## config.mk

```make
export PLATFORM = sky130hd
export DESIGN_NAME = pc_predict
export DESIGN_NICKNAME = d
export VERILOG_FILES = /design/src/rtl/pc_predict.sv
export SDC_FILE = /design/constraint.sdc
export NUM_CORES = 1
export LEC_CHECK = 0
export ABC_CLOCK_PERIOD_IN_PS = 13400
export BUFFER_PORTS_ARGS = -buffer_cell sky130_fd_sc_hd__buf_2
export CORE_ASPECT_RATIO = 1.1
export CORE_MARGIN = 1
export CORE_UTILIZATION = 50
export DETAILED_ROUTE_END_ITERATION = 10
export GPL_TIMING_DRIVEN = 0
export PLACE_DENSITY_LB_ADDON = 0.25
export SYNTH_ARGS = -nofsm -noshare
export SYNTH_HDL_FRONTEND = slang
export SYNTH_SLANG_ARGS = --single-unit
```

## constraint.sdc

```tcl
create_clock -name sys_clk -period 13.4 [get_ports sys_clk]
set_input_delay 2.68 -clock sys_clk [delete_from_list [all_inputs] [get_ports sys_clk]]
set_output_delay 2.68 -clock sys_clk [all_outputs]
set_load 0.02 [all_outputs]
```

## src/rtl/pc_predict.sv

```systemverilog
// Fetch-side next-PC predictor: calls/jumps predicted taken, rets predicted from a
// circular return-address stack, with redirects from M (jxx) and W (ret) mispredicts.
module pc_predict #(
  parameter int                   ADDR_W    = 64,
  parameter int                   CODE_W    = 4,
  parameter int                   RAS_DEPTH = 8,
  parameter logic [ADDR_W-1:0]    RESET_PC  = '0
) (
  input  logic                         sys_clk,
  input  logic                         rst,
  input  logic                         valid,
  input  logic [CODE_W-1:0]            f_code,
  input  logic [ADDR_W-1:0]            f_valC,
  input  logic [ADDR_W-1:0]            f_valP,
  input  logic [CODE_W-1:0]            m_code,
  input  logic                         m_cnd,
  input  logic [ADDR_W-1:0]            m_valA,
  input  logic [CODE_W-1:0]            w_code,
  input  logic [ADDR_W-1:0]            w_valM,
  output logic [ADDR_W-1:0]            pred_pc,
  output logic                         f_stall,
  output logic                         redirect,
  output logic [$clog2(RAS_DEPTH):0]   ras_cnt,
  output logic [1:0]                   dbg_state
);

  localparam int PTR_W = $clog2(RAS_DEPTH);
  localparam int CNT_W = PTR_W + 1;
  localparam logic [CODE_W-1:0] IJXX  = CODE_W'(7);
  localparam logic [CODE_W-1:0] ICALL = CODE_W'(8);
  localparam logic [CODE_W-1:0] IRET  = CODE_W'(9);

  // NORM: no ret outstanding; SPEC: one predicted ret in flight; WAIT: ret target unknown
  typedef enum logic [1:0] {ST_NORM = 2'd0, ST_SPEC = 2'd1, ST_WAIT = 2'd2} state_t;

  state_t              state_q, state_d;
  logic [ADDR_W-1:0]   pc_q, pc_d;
  logic [ADDR_W-1:0]   ret_pred_q, ret_pred_d;
  logic                redirect_q, redirect_d;
  logic [PTR_W-1:0]    wr_ptr_q;
  logic [CNT_W-1:0]    cnt_q;
  logic [ADDR_W-1:0]   ras_mem_q [RAS_DEPTH];

  logic [ADDR_W-1:0]   ras_top;
  logic                w_ret, ret_miss, ret_ok, ret_done, jxx_miss, fire;
  logic                push, pop, clear;

  assign ras_top  = ras_mem_q[wr_ptr_q - PTR_W'(1)];
  assign w_ret    = (w_code == IRET);
  assign ret_miss = w_ret & (state_q == ST_SPEC) & (w_valM != ret_pred_q);
  assign ret_ok   = w_ret & (state_q == ST_SPEC) & (w_valM == ret_pred_q);
  assign ret_done = w_ret & (state_q == ST_WAIT);
  assign jxx_miss = (m_code == IJXX) & ~m_cnd;
  assign f_stall  = (state_q == ST_WAIT) | ((state_q == ST_SPEC) & valid & (f_code == IRET));
  assign fire     = valid & ~f_stall;

  always_comb begin
    pc_d       = pc_q;
    state_d    = state_q;
    ret_pred_d = ret_pred_q;
    redirect_d = 1'b0;
    push       = 1'b0;
    pop        = 1'b0;
    clear      = 1'b0;
    // A confirmed ret only retires SPEC; younger events still act this cycle.
    if (ret_ok) state_d = ST_NORM;
    if (ret_miss) begin
      pc_d       = w_valM;
      redirect_d = 1'b1;
      clear      = 1'b1;
      state_d    = ST_NORM;
    end else if (ret_done) begin
      pc_d    = w_valM;
      state_d = ST_NORM;
    end else if (jxx_miss) begin
      pc_d       = m_valA;
      redirect_d = 1'b1;
      clear      = 1'b1;
      state_d    = ST_NORM;
    end else if (fire) begin
      case (f_code)
        ICALL: begin
          pc_d = f_valC;
          push = 1'b1;
        end
        IJXX: pc_d = f_valC;
        IRET: begin
          if (cnt_q != '0) begin
            pc_d       = ras_top;
            ret_pred_d = ras_top;
            pop        = 1'b1;
            state_d    = ST_SPEC;
          end else begin
            state_d = ST_WAIT;
          end
        end
        default: pc_d = f_valP;
      endcase
    end
  end

  always_ff @(posedge sys_clk) begin
    if (rst) begin
      state_q    <= ST_NORM;
      pc_q       <= RESET_PC;
      ret_pred_q <= '0;
      redirect_q <= 1'b0;
      wr_ptr_q   <= '0;
      cnt_q      <= '0;
    end else begin
      state_q    <= state_d;
      pc_q       <= pc_d;
      ret_pred_q <= ret_pred_d;
      redirect_q <= redirect_d;
      if (clear) begin
        wr_ptr_q <= '0;
        cnt_q    <= '0;
      end else if (push) begin
        // Full stack: oldest entry is overwritten, count saturates.
        wr_ptr_q <= wr_ptr_q + PTR_W'(1);
        if (cnt_q != CNT_W'(RAS_DEPTH)) cnt_q <= cnt_q + CNT_W'(1);
      end else if (pop) begin
        wr_ptr_q <= wr_ptr_q - PTR_W'(1);
        cnt_q    <= cnt_q - CNT_W'(1);
      end
    end
  end

  always_ff @(posedge sys_clk) begin
    if (push && !rst) ras_mem_q[wr_ptr_q] <= f_valP;
  end

  assign pred_pc   = pc_q;
  assign redirect  = redirect_q;
  assign ras_cnt   = cnt_q;
  assign dbg_state = state_q;

endmodule

```

* Word-level counts from Yosys, hierarchy flattened
Memories as Yosys holds them, arrays and structs flattened.
Index checks and enable logic that the tools add are counted.
** Storage, ports and cells
- Input bits :: 272
- Logic and storage cells :: 79
- Flip-flop bits (word level) :: 138
- Memories :: 1
- Output and inout port bits :: 72
- Memory bits (writable) :: 512
** Memory list
- ras_mem_q :: depth 8, width 64, read ports 1, clocked after Yosys merged registers in 0, wr ports 1, line 42 : logic [ADDR_W-1:0] ras_mem_q [RAS_DEPTH];
** Operators by class
- Equality and inequality tests :: 12
- Bitwise logic cells :: 14
- Reduce and logical (&&, ||, !) cells :: 11
- $add $sub $neg :: 4
- Multiplexer cells :: 31
** Operators with widths (number)
- two-way mux 64 bit :: 5
- case mux 64 bit (2 select lines) :: 1
- == test 64 bit :: 1
- != test 64 bit :: 1
- two-way mux 1 bit :: 16
- == test 4 bit (second input constant) :: 3
- two-way mux 4 bit :: 3
- AND 1 bit :: 8
- == test 4 x 3 -> 1 bit (second input constant) :: 2
- two-way mux 2 bit :: 4
- nonzero test 4 bit :: 2
- two-way mux 3 bit :: 2
- AND reduction 6 bit :: 1
- != test 5 x 4 -> 1 bit (second input constant) :: 1
- inverter 1 bit :: 5
- adder 4 x 1 -> 4 bit (second input constant) :: 1
- != test 4 bit (second input constant) :: 1
- AND reduction 2 bit :: 2
- OR reduction 2 bit :: 2
- OR reduction 4 bit :: 1
- subtractor 4 x 1 -> 4 bit (second input constant) :: 1
- adder 3 x 1 -> 3 bit (second input constant) :: 1
- subtractor 3 x 1 -> 3 bit (second input constant) :: 1
- == test 2 x 1 -> 1 bit (second input constant) :: 1
- other kinds (6) :: 6

* Longest topological paths before layout
Gate-level depths: netlist of the first run.
- Depth in word-level cells :: 13
- Depth in mapped cells :: 14
- Depth with buffers taken out :: 12

* Worst setup path before layout of the first run
No wires, ideal clock.
- Path kind :: input port to flip-flop
- Start point :: input w_valM[60]
- End point :: memory ras_mem_q[0][0] (enable)
- Stages :: 7
- Slack :: 2.149 ns
- Buffers on the path :: 0
- Required time :: 12.734 ns
- Arrival time :: 10.584 ns
- Path through :: xnor2_1 -> nand4_1 -> nor4_1 -> nand4_1 -> a21oi_1 -> inv_1 -> nor4b_1
** On the way
- Longest elaborated chain between the ends :: 6
** Ends and longest elaborated chain
- start: declaration :: line 19 : input logic [ADDR_W-1:0] w_valM,
- != test 64 bit :: line 50 : assign ret_miss = w_ret & (state_q == ST_SPEC) & (w_valM != ret_pred_q);
- AND 1 bit :: line 50
- two-way mux 1 bit :: line 67 : if (ret_miss) begin
- logical AND 1 bit :: line 130 : if (push && !rst) ras_mem_q[wr_ptr_q] <= f_valP;
- two-way mux 1 bit :: line 130
- two-way mux 1 bit (implied by the code) :: line 130
- end: declaration :: line 42
Every way passes these cells.

* Worst setup path in the final report of the first run
- Start point :: input f_code[2]
- End point :: output f_stall
** On the way
- Longest elaborated chain between the ends :: 3
** Ends and longest elaborated chain
- start: declaration :: line 12 : input logic [CODE_W-1:0] f_code,
- == test 4 bit :: line 54 : assign f_stall = (state_q == ST_WAIT) | ((state_q == ST_SPEC) & valid & (f_code == IRET));
- AND 1 bit :: line 54
- OR 1 bit :: line 54
- end: declaration :: line 21 : output logic f_stall,
Every way passes these cells.

==> results of run 1 <==
## worst paths after layout
kind / depth (start not counted) / end / slack [ns] / from
max: 7 / f_stall / 6.65 / f_code[2]
min: 2 / pred_pc[13]$_SDFFE_PP0P_ / 0.50 / pred_pc[13]$_SDFFE_PP0P_
max reg2reg: 14 / pred_pc[6]$_SDFFE_PP0P_ / 8.50 / wr_ptr_q[0]$_SDFFE_PP0P_
min reg2reg: 2 / pred_pc[13]$_SDFFE_PP0P_ / 0.50 / pred_pc[13]$_SDFFE_PP0P_
## cell usage after synthesis, types with 8 or more instances
library cell / number
a211oi_2: 30
a211oi_1: 98
buf_2: 30
mux2i_1: 131
nor4_1: 8
edfxtp_1: 512
clkbuf_1: 77
xnor2_1: 66
nand2_1: 8
a21oi_1: 70
dfxtp_1: 138
nand4_1: 18
a221oi_1: 65
nor2_1: 267
mux4_2: 128
## cell type report
class,instances,area [sq um],share of cell area (%)
Sequential cell,650,18100,55.7
Multi-Input combinational cell,946,8460,26.0
Clock inverter,26,299,0.918
Inverter,4,15.0,0.0461
Tap cell,728,911,2.80
Clock buffer,90,1810,5.55
Timing Repair Buffer,407,2390,7.33
Antenna cell,3,7.51,0.0230
Buffer,123,556,1.70
## flip-flops by register name, indices dropped and copies added, names as in the netlist
signal,cells
dbg_state,2
pred_pc,64
ras_cnt,4
ras_mem_q,512
redirect,1
ret_pred_q,64
wr_ptr_q,3
## placed cells by master (no fill, tap or decap), types with 6 or more instances in the layout
cell       netlist  routed
xnor2_1         66      66
buf_1            6       6
mux2i_1        131     131
a211oi_2        30      30
clkbuf_16        0      64
bufinv_16        0       6
nand4_1         18      18
a211oi_1        98      98
o21ai_0          7       7
dfxtp_1        138     138
nor2_1         267     265
mux4_2         128     128
edfxtp_1       512     512
nand3_1          6       6
nand2_1          8       8
clkbuf_8         0      11
a221oi_1        65      65
buf_4            5      34
nor4_1           8       6
buf_6            5      32
clkinv_2         0       8
clkbuf_1        77      92
nand2b_1         6       6
buf_2           30     372
a21oi_1         70      70
## cell families after synthesis
group                      synth area share [%]
AOI/OAI and AO/OA                          7.87
xor gates and xnor gates                   2.26
adders and majority gates                 0.185
buffers and inverters                      2.10
DFF                                        66.9
muxes                                      15.5
and+or+nand+nor                            5.16
## report_power, final
group	total [mW]	switching [mW]	leakage, nW	internal [mW]
clock network	1.81	0.755	1.02	1.05
logic	0.316	0.201	5.10	0.116
registers	2.20	0.0112	5.73	2.19
total	4.32	0.967	11.8	3.36
## routing by layer
metal,global-route usage (%),vias up,routed length (um)
met2,50.2,1109,40600
met5,0,-,25
met4,11.7,4,2980
met1,39.4,9175,31700
met3,6.26,179,8310
li1,-,7771,-
## worst max-delay path, stage by stage
cell and delay (ns):
buf_2 0.13, nor2_1 0.11, and3_1 0.16, clkbuf_1 0.23
nand2_1 0.12, o21ai_0 0.38, buf_2 0.25
==> results.py, run 1 <==
metrics = {
    "status": {
        "outcome": "finished clean",
    },
    "timing": {
        "grt_setup_unrepaired": "no",
        "min_period_ns": 6.75,
        "worstMarginPinSlew_ns": 1.28,
        "fin_setup_tns_ns": 0,
        "whs_ns": 0.496,
        "finalCritPeriodShare_pct": 50.4,
        "slew_violations": 0,
        "setup_viol": 0,
        "fmax_ghz": 0.148,
        "fin_ws_ns": 6.65,
        "hold_violations": 0,
        "fin_worst_skew_ns": 0.0259,
        "slew_headroom_pct": 14.7,
    },
    "synth": {
        "synth_enable_flop_cells": 512,
        "ys_warn_count": 0,
        "syn_nets": 1999,
        "synthCells": 1723,
        "synth_seq_cells": 650,
        "ys_async_sr_fraction_pct": 0,
        "synth.area.top_cells": "edfxtp_1 57%, mux4_2 11%, dfxtp_1 10%, mux2i_1 4.8%, nor2_1 3.7%",
        "ys_types": 44,
        "synth.largest_area_cell": "edfxtp_1",
        "ys_seq_area_share_pct": 66.9,
        "synth_top_area_share_pct": 56.7,
        "synth_area_sq_um": 27100,
        "synth_ff_type": "edfxtp_1",
        "postSynthAreaPerCell_sq_um": 15.7,
    },
    "setup_path": {
        "crit_type": "in -> out",
        "crit_required_ns": 10.72,
        "end_kind": "output pin",
        "arrival_ns": 4.07,
        "cp_max_fo": 5,
        "startpoint_type": "input pin",
    },
    "clocking": {
        "holdBufCountCts": 0,
        "cts_sinks": 650,
        "cts_buffer_depth": 3,
        "clk_pin_slew_worst_paths_ns": 0.06,
        "clock-root-buffer": "clkbuf_16",
        "htreeDepth": 2,
        "cts_resized": 0,
        "numCtsBuffers": 61,
        "clock_latency_ns": 0.64,
        "cts_tree": "built",
        "cts_setup_buffers": 0,
    },
    "final_layout": {
        "fin_area_sq_um": 32600,
        "drive_gt1_share_pct": 31.8,
        "nFillCells": 4046,
        "fin_util_pct": 60.8,
        "fin_nets": 2469,
        "area_delta_synth_final_pct": 20.1,
        "final_cells": 2977,
    },
    "floorplanning": {
        "fp-row-count": 89,
        "dieArea_sq_um": 55200,
        "die_w_um": 224,
        "initial_core_util_pct": 50.6,
        "ios": 344,
        "fp.coreArea_sq_um": 53600,
        "die_y_um": 246,
    },
    "route": {
        "routedWlPerCell_um": 28.1,
        "via_per_inst": 6.13,
        "first_iter_violations": 2178,
        "ant_nets": 0,
        "drc": 0,
        "vias": 18200,
        "wl_um": 83600,
        "dr.pass1.iters": 9,
    },
    "grt": {
        "antenna_found_initial": 5,
        "grt_pass1_vias": 18000,
        "grt_pass1_wl_um": 119000,
        "grt_max_degree": 25,
        "grt_util_all_layers_pct": 30.3,
        "overflow": 0,
    },
    "place": {
        "numPortBuffers": 342,
        "placed_cell_area_sq_um": 30500,
        "gp_congestion": 0.874,
        "dp.cells": 2858,
        "dp_slack_ns": 6.28,
        "dp_hpwl_um": 60700,
    },
    "min_path": {
        "hold_class": "reg -> reg",
    },
    "run": {
        "cap_violations": 0,
    },
    "pwr": {
        "ir_worst_vdd_v": 0.0000938,
        "powerDensity_nw_per_um2": 133,
        "design_power_total_mw": 4.32,
        "cellLeakagePower_nw": 11.8,
    },
}
Power figures use the tool's default switching activity.
==> run 2: changes to the inputs <==
Settings changed: ABC_CLOCK_PERIOD_IN_PS 13400 to 5750.
Clock period 13.4 ns to 5.75 ns, I/O delays scaled along.
==> run 2 against run 1 <==
Net effect:
- clock-buffer cell count fell by 3
- cell count fell by 0.47%
- worst hold slack better by 0.0026 ns
- global-route usage hardly changed
- largest cell class unchanged
- total power is 140% higher
- non-clock buffer count shrank 15
- setup slack worse by 5.9 ns
- critical path depth up 4
- clock skew up 0.0047 ns
- sequential power grew 130%
==> results.py, run 2 (synthesis results as in run 1) <==
metrics = {
    "place": {
        "gp_congestion": 0.852,
        "dp.cells": 2843,
        "numPortBuffers": 342,
        "dp_hpwl_um": 60600,
    },
    "floorplanning": {
        "initial_core_util_pct": 50.6,
        "fp.coreArea_sq_um": 53600,
        "fp-row-count": 89,
        "die_w_um": 224,
        "die_y_um": 246,
        "ios": 344,
        "dieArea_sq_um": 55200,
    },
    "final_layout": {
        "seq_area_sq_um": 18100,
        "nFillCells": 4010,
        "top_register": "ras_mem_q",
        "multi_input_area_sq_um": 8490,
        "largest_register_ffs": 512,
        "final_cell_mix": "512 x edfxtp_1, 372 x buf_2, 265 x nor2_1",
        "drive_gt1_share_pct": 31.3,
        "fin_nets": 2459,
        "final_cells": 2963,
        "final_common_cell": "edfxtp_1",
        "area_delta_synth_final_pct": 20.6,
        "antennaDiodeCount": 0,
    },
    "timing": {
        "fin_worst_skew_ns": 0.0306,
        "hold_violations": 0,
        "fmax_ghz": 0.199,
        "fin_setup_tns_ns": 0,
        "slew_violations": 0,
        "min_period_ns": 5.04,
        "slew_headroom_pct": 20.6,
        "setup_viol": 0,
        "whs_ns": 0.499,
        "grt_setup_unrepaired": "no",
        "finalCritPeriodShare_pct": 87.6,
        "worstMarginPinSlew_ns": 1.19,
    },
    "min_path": {
        "hold_class": "reg -> reg",
    },
    "route": {
        "dr.pass1.iters": 6,
        "drc": 0,
        "routedWlPerCell_um": 27.9,
        "ant_nets": 0,
        "first_iter_violations": 1767,
        "wl_um": 82700,
        "via_per_inst": 6.10,
        "vias": 18100,
    },
    "pwr": {
        "powerDensity_nw_per_um2": 311,
        "cellLeakagePower_nw": 11.9,
        "ir_worst_vdd_v": 0.000217,
    },
    "clocking": {
        "holdBufCountCts": 0,
        "clk_pin_slew_worst_paths_ns": 0.06,
        "cts_resized": 0,
        "cts_buffer_depth": 3,
        "clock_latency_ns": 0.61,
        "cts_sinks": 650,
        "numCtsBuffers": 66,
        "htreeDepth": 3,
        "cts_setup_buffers": 0,
        "clock-root-buffer": "clkbuf_16",
        "cts_tree": "built",
    },
    "setup_path": {
        "cp_max_fo": 15,
        "end_kind": "flop",
        "startpoint_type": "input pin",
        "crit_type": "in -> reg",
        "arrival_ns": 5.32,
        "crit_required_ns": 6.04,
    },
    "grt": {
        "grt_pass1_vias": 18100,
        "grt_util_all_layers_pct": 30.3,
        "overflow": 0,
        "grt_max_degree": 23,
        "grt_pass1_wl_um": 119000,
        "antenna_found_initial": 2,
    },
    "run": {
        "cap_violations": 0,
    },
    "status": {
        "outcome": "finished clean",
    },
}
[run 2: cell count changes in the layout (fill, tap and decap cells not counted), moves of 5 or more]
cell       change
clkbuf_8       -7
buf_4         -28
clkinv_2       +6
clkbuf_16      +7
buf_8         +12
clkinv_1       +6
buf_16         +5
[run 2: area by class of cell]
| class | instances | area share, % |
|---|---|---|
| Tap cell | 728 | 2.78 |
| Clock buffer | 87 | 5.74 |
| Inverter | 4 | 0.0459 |
| Clock inverter | 33 | 0.876 |
| Multi-Input combinational cell | 946 | 26.0 |
| Timing Repair Buffer | 392 | 7.46 |
| Buffer | 123 | 1.70 |
| Sequential cell | 650 | 55.4 |
[run 2: per-stage QoR]
stage	utilization, %	setup WS [ns]	cell area [sq um]	power [mW]
floorplan	-	-1.70	27100	5.60
global placement	55.6	-7.64	29800	5.95
global route	61.1	0.470	32700	10.4
detailed placement	57.0	0.227	30600	5.96
CTS	61.1	0.749	32700	10.2
finish	61.1	0.714	32700	10.2
[run 2: final timing paths]
| kind | start | endpoint | slack (ns) | cells past startpoint |
|---|---|---|---|---|
| hold reg to reg | pred_pc[10]$_SDFFE_PP0P_ | pred_pc[10]$_SDFFE_PP0P_ | 0.50 | 2 |
| setup reg to reg | wr_ptr_q[0]$_SDFFE_PP0P_ | pred_pc[1]$_SDFFE_PP0P_ | 0.73 | 14 |
| hold / removal | pred_pc[10]$_SDFFE_PP0P_ | pred_pc[10]$_SDFFE_PP0P_ | 0.50 | 2 |
| setup / recovery | w_valM[26] | ras_mem_q[3][18]$_DFFE_PP_ | 0.71 | 11 |
[run 2: power breakdown]
group,switching [mW],internal [mW]
registers,0.0257,5.11
clock network,1.79,2.52
logic,0.470,0.270
total,2.28,7.90
[run 2: worst max-delay path, cell delays in order]
cell and delay (ns):
buf_2 0.13, xnor2_1 0.48, nand4_1 0.31, nor4_1 0.40
nand4_1 0.41, a21oi_1 0.61, nand2_1 0.37, nor3_4 0.80
buf_8 0.29, buf_8 0.18, buf_16 0.17
[run 2: metal layers]
metal	share of wire [%]	GRT usage, %	vias to the layer above
li1	-	-	7735
met1	39	40.4	9146
met2	47	48.3	1004
met3	9.4	5.89	176
met4	4.3	13.7	2
met5	0.015	0	-
==> run 3: changes to the inputs <==
Settings changed: BUFFER_PORTS_ARGS -buffer_cell sky130_fd_sc_hd__buf_2 to -buffer_cell sky130_fd_sc_hd__clkbuf_2.
==> run 3 against run 2 <==
Net effect:
- combinational power about the same
- clock-buffer cell count grew 6
- fmax decreased by 2.7%
==> results.py, run 3 (synthesis results as in run 1) <==
metrics = {
    "route": {
        "vias": 18300,
        "ant_nets": 0,
        "wl_um": 83800,
        "first_iter_violations": 1983,
        "dr.pass1.iters": 5,
        "via_per_inst": 6.16,
        "drc": 0,
        "routedWlPerCell_um": 28.3,
    },
    "setup_path": {
        "cp_slowest_cell": "buf_1",
        "reg2reg_from": "wr_ptr_q[0]$_SDFFE_PP0P_",
        "path_cells": "buf_2, buf_1, inv_1, ha_1, clkbuf_1, buf_2, clkbuf_1, mux4_2, mux2i_1, nor2_1, a221oi_1, a21oi_1, mux2i_1, a211oi_2",
        "cp_slowest_stage_delay_ns": 0.76,
        "arrival_ns": 5.61,
        "r2r_slack_ns": 0.58,
        "end_kind": "flop",
        "cp_max_fo": 10,
        "crit_required_ns": 6.19,
        "worstRegToRegCells": 14,
        "startpoint_type": "flop",
        "crit_type": "reg -> reg",
        "crit_buf_inv": 6,
        "critPathTopFamily": "buffers and inverters",
        "r2r_end": "pred_pc[52]$_SDFFE_PP0P_",
    },
    "final_layout": {
        "fin_nets": 2458,
        "top_register": "ras_mem_q",
        "final_cells": 2963,
        "fin_util_pct": 61.2,
        "drive_gt1_share_pct": 31.2,
        "fin_area_sq_um": 32800,
        "final_cell_mix": "512 x edfxtp_1, 342 x clkbuf_2, 264 x nor2_1",
        "largest_register_ffs": 512,
        "final_common_cell": "edfxtp_1",
        "area_delta_synth_final_pct": 20.8,
    },
    "timing": {
        "grt_setup_unrepaired": "no",
        "hold_violations": 0,
        "fmax_ghz": 0.193,
        "slew_headroom_pct": 16.4,
        "finalCritPeriodShare_pct": 90.0,
        "fin_worst_skew_ns": 0.0247,
        "setup_viol": 0,
        "worstMarginPinSlew_ns": 1.25,
        "slew_violations": 0,
        "fin_ws_ns": 0.576,
        "min_period_ns": 5.17,
    },
    "clocking": {
        "clock_latency_ns": 0.61,
        "cts_setup_buffers": 0,
        "cts_sinks": 650,
        "cts_resized": 0,
        "cts_buffer_depth": 3,
        "holdBufCountCts": 0,
        "cts_tree": "built",
        "clk_pin_slew_worst_paths_ns": 0.06,
        "htreeDepth": 3,
        "clock-root-buffer": "clkbuf_16",
        "numCtsBuffers": 67,
    },
    "floorplanning": {
        "fp.coreArea_sq_um": 53600,
        "fp-row-count": 89,
        "initial_core_util_pct": 50.6,
        "dieArea_sq_um": 55200,
        "ios": 344,
        "die_w_um": 224,
        "die_y_um": 246,
    },
    "pwr": {
        "p_seq_share_pct": 50.2,
        "ir_worst_vdd_v": 0.000184,
        "p_switching_mw": 2.29,
        "switching_share_pct": 22.4,
        "combPwrFrac_pct": 7.2,
        "design_power_total_mw": 10.2,
        "powerDensity_nw_per_um2": 312,
        "cellLeakagePower_nw": 11.9,
        "p_clk_share_pct": 42.5,
        "intPower_mw": 7.93,
    },
    "min_path": {
        "hold_depth": 2,
        "hold_class": "reg -> reg",
        "worstHoldEndpoint": "pred_pc[4]$_SDFFE_PP0P_",
        "min-delay-start": "pred_pc[4]$_SDFFE_PP0P_",
    },
    "grt": {
        "grt_pass1_vias": 18100,
        "grt_max_degree": 23,
        "grt_pass1_wl_um": 120000,
        "overflow": 0,
        "grt_util_all_layers_pct": 30.7,
        "antenna_found_initial": 1,
    },
    "place": {
        "gp_congestion": 0.861,
        "dp_hpwl_um": 61000,
        "dp.cells": 2841,
        "numPortBuffers": 342,
        "placed_cell_area_sq_um": 30600,
        "dp_slack_ns": 0.226,
    },
    "run": {
        "cap_violations": 0,
    },
    "status": {
        "outcome": "finished clean",
    },
}
run 3: power by group through the flow:
stage	Clock [mW]	Sequential (mW)	Combinational [mW]
2_1_floorplan	0	5.28	0.317
3_3_place_gp	0	5.23	0.715
3_5_place_dp	0	5.23	0.731
4_1_cts	4.38	5.13	0.735
5_1_grt	4.56	5.14	0.783
6_report	4.35	5.13	0.741
run 3: stage by stage:
step / hold WS [ns] / setup TNS, ns
2_1_floorplan: 0.490 / -360.15
3_3_place_gp: 0.493 / -2761.55
3_5_place_dp: 0.496 / 0
4_1_cts: 0.504 / 0
5_1_grt: 0.522 / 0
6_report: 0.503 / 0
run 3: worst max path at each step:
| stage | start | endpoint | depth (start not counted) |
|---|---|---|---|
| floorplan | w_valM[60] | ras_mem_q[4][0]$_DFFE_PP_ | 7 |
| global placement | w_valM[26] | ras_mem_q[4][18]$_DFFE_PP_ | 8 |
| detailed placement | w_valM[26] | ras_mem_q[6][36]$_DFFE_PP_ | 11 |
| CTS | wr_ptr_q[0]$_SDFFE_PP0P_ | pred_pc[52]$_SDFFE_PP0P_ | 14 |
| global route | wr_ptr_q[0]$_SDFFE_PP0P_ | pred_pc[1]$_SDFFE_PP0P_ | 14 |
| finish | wr_ptr_q[0]$_SDFFE_PP0P_ | pred_pc[52]$_SDFFE_PP0P_ | 14 |
run 3: area by class of cell:
class / instances / area [sq um]
antenna: 1 / 2.50
fill: 4008 / 20800
inverter: 4 / 15.0
buffer: 123 / 556
multi-input combinational: 946 / 8500
timing repair buffer: 390 / 2460
clock buffer: 93 / 1920
tap: 728 / 911
sequential: 650 / 18100
clock inverter: 28 / 265
run 3: worst min-delay path: stages (launching register included):
cell and delay (ns):
dfxtp_1 0.31, nor2_1 0.10, a211oi_1 0.05
run 3: routing by layer:
metal | GRT usage, % | vias to the layer above | part of all wire, %
met4 | 12.5 | 0 | 3.5
li1 | - | 7752 | -
met2 | 50.0 | 1064 | 49
met3 | 6.33 | 162 | 9.7
met1 | 40.4 | 9272 | 38
met5 | 0 | - | 0
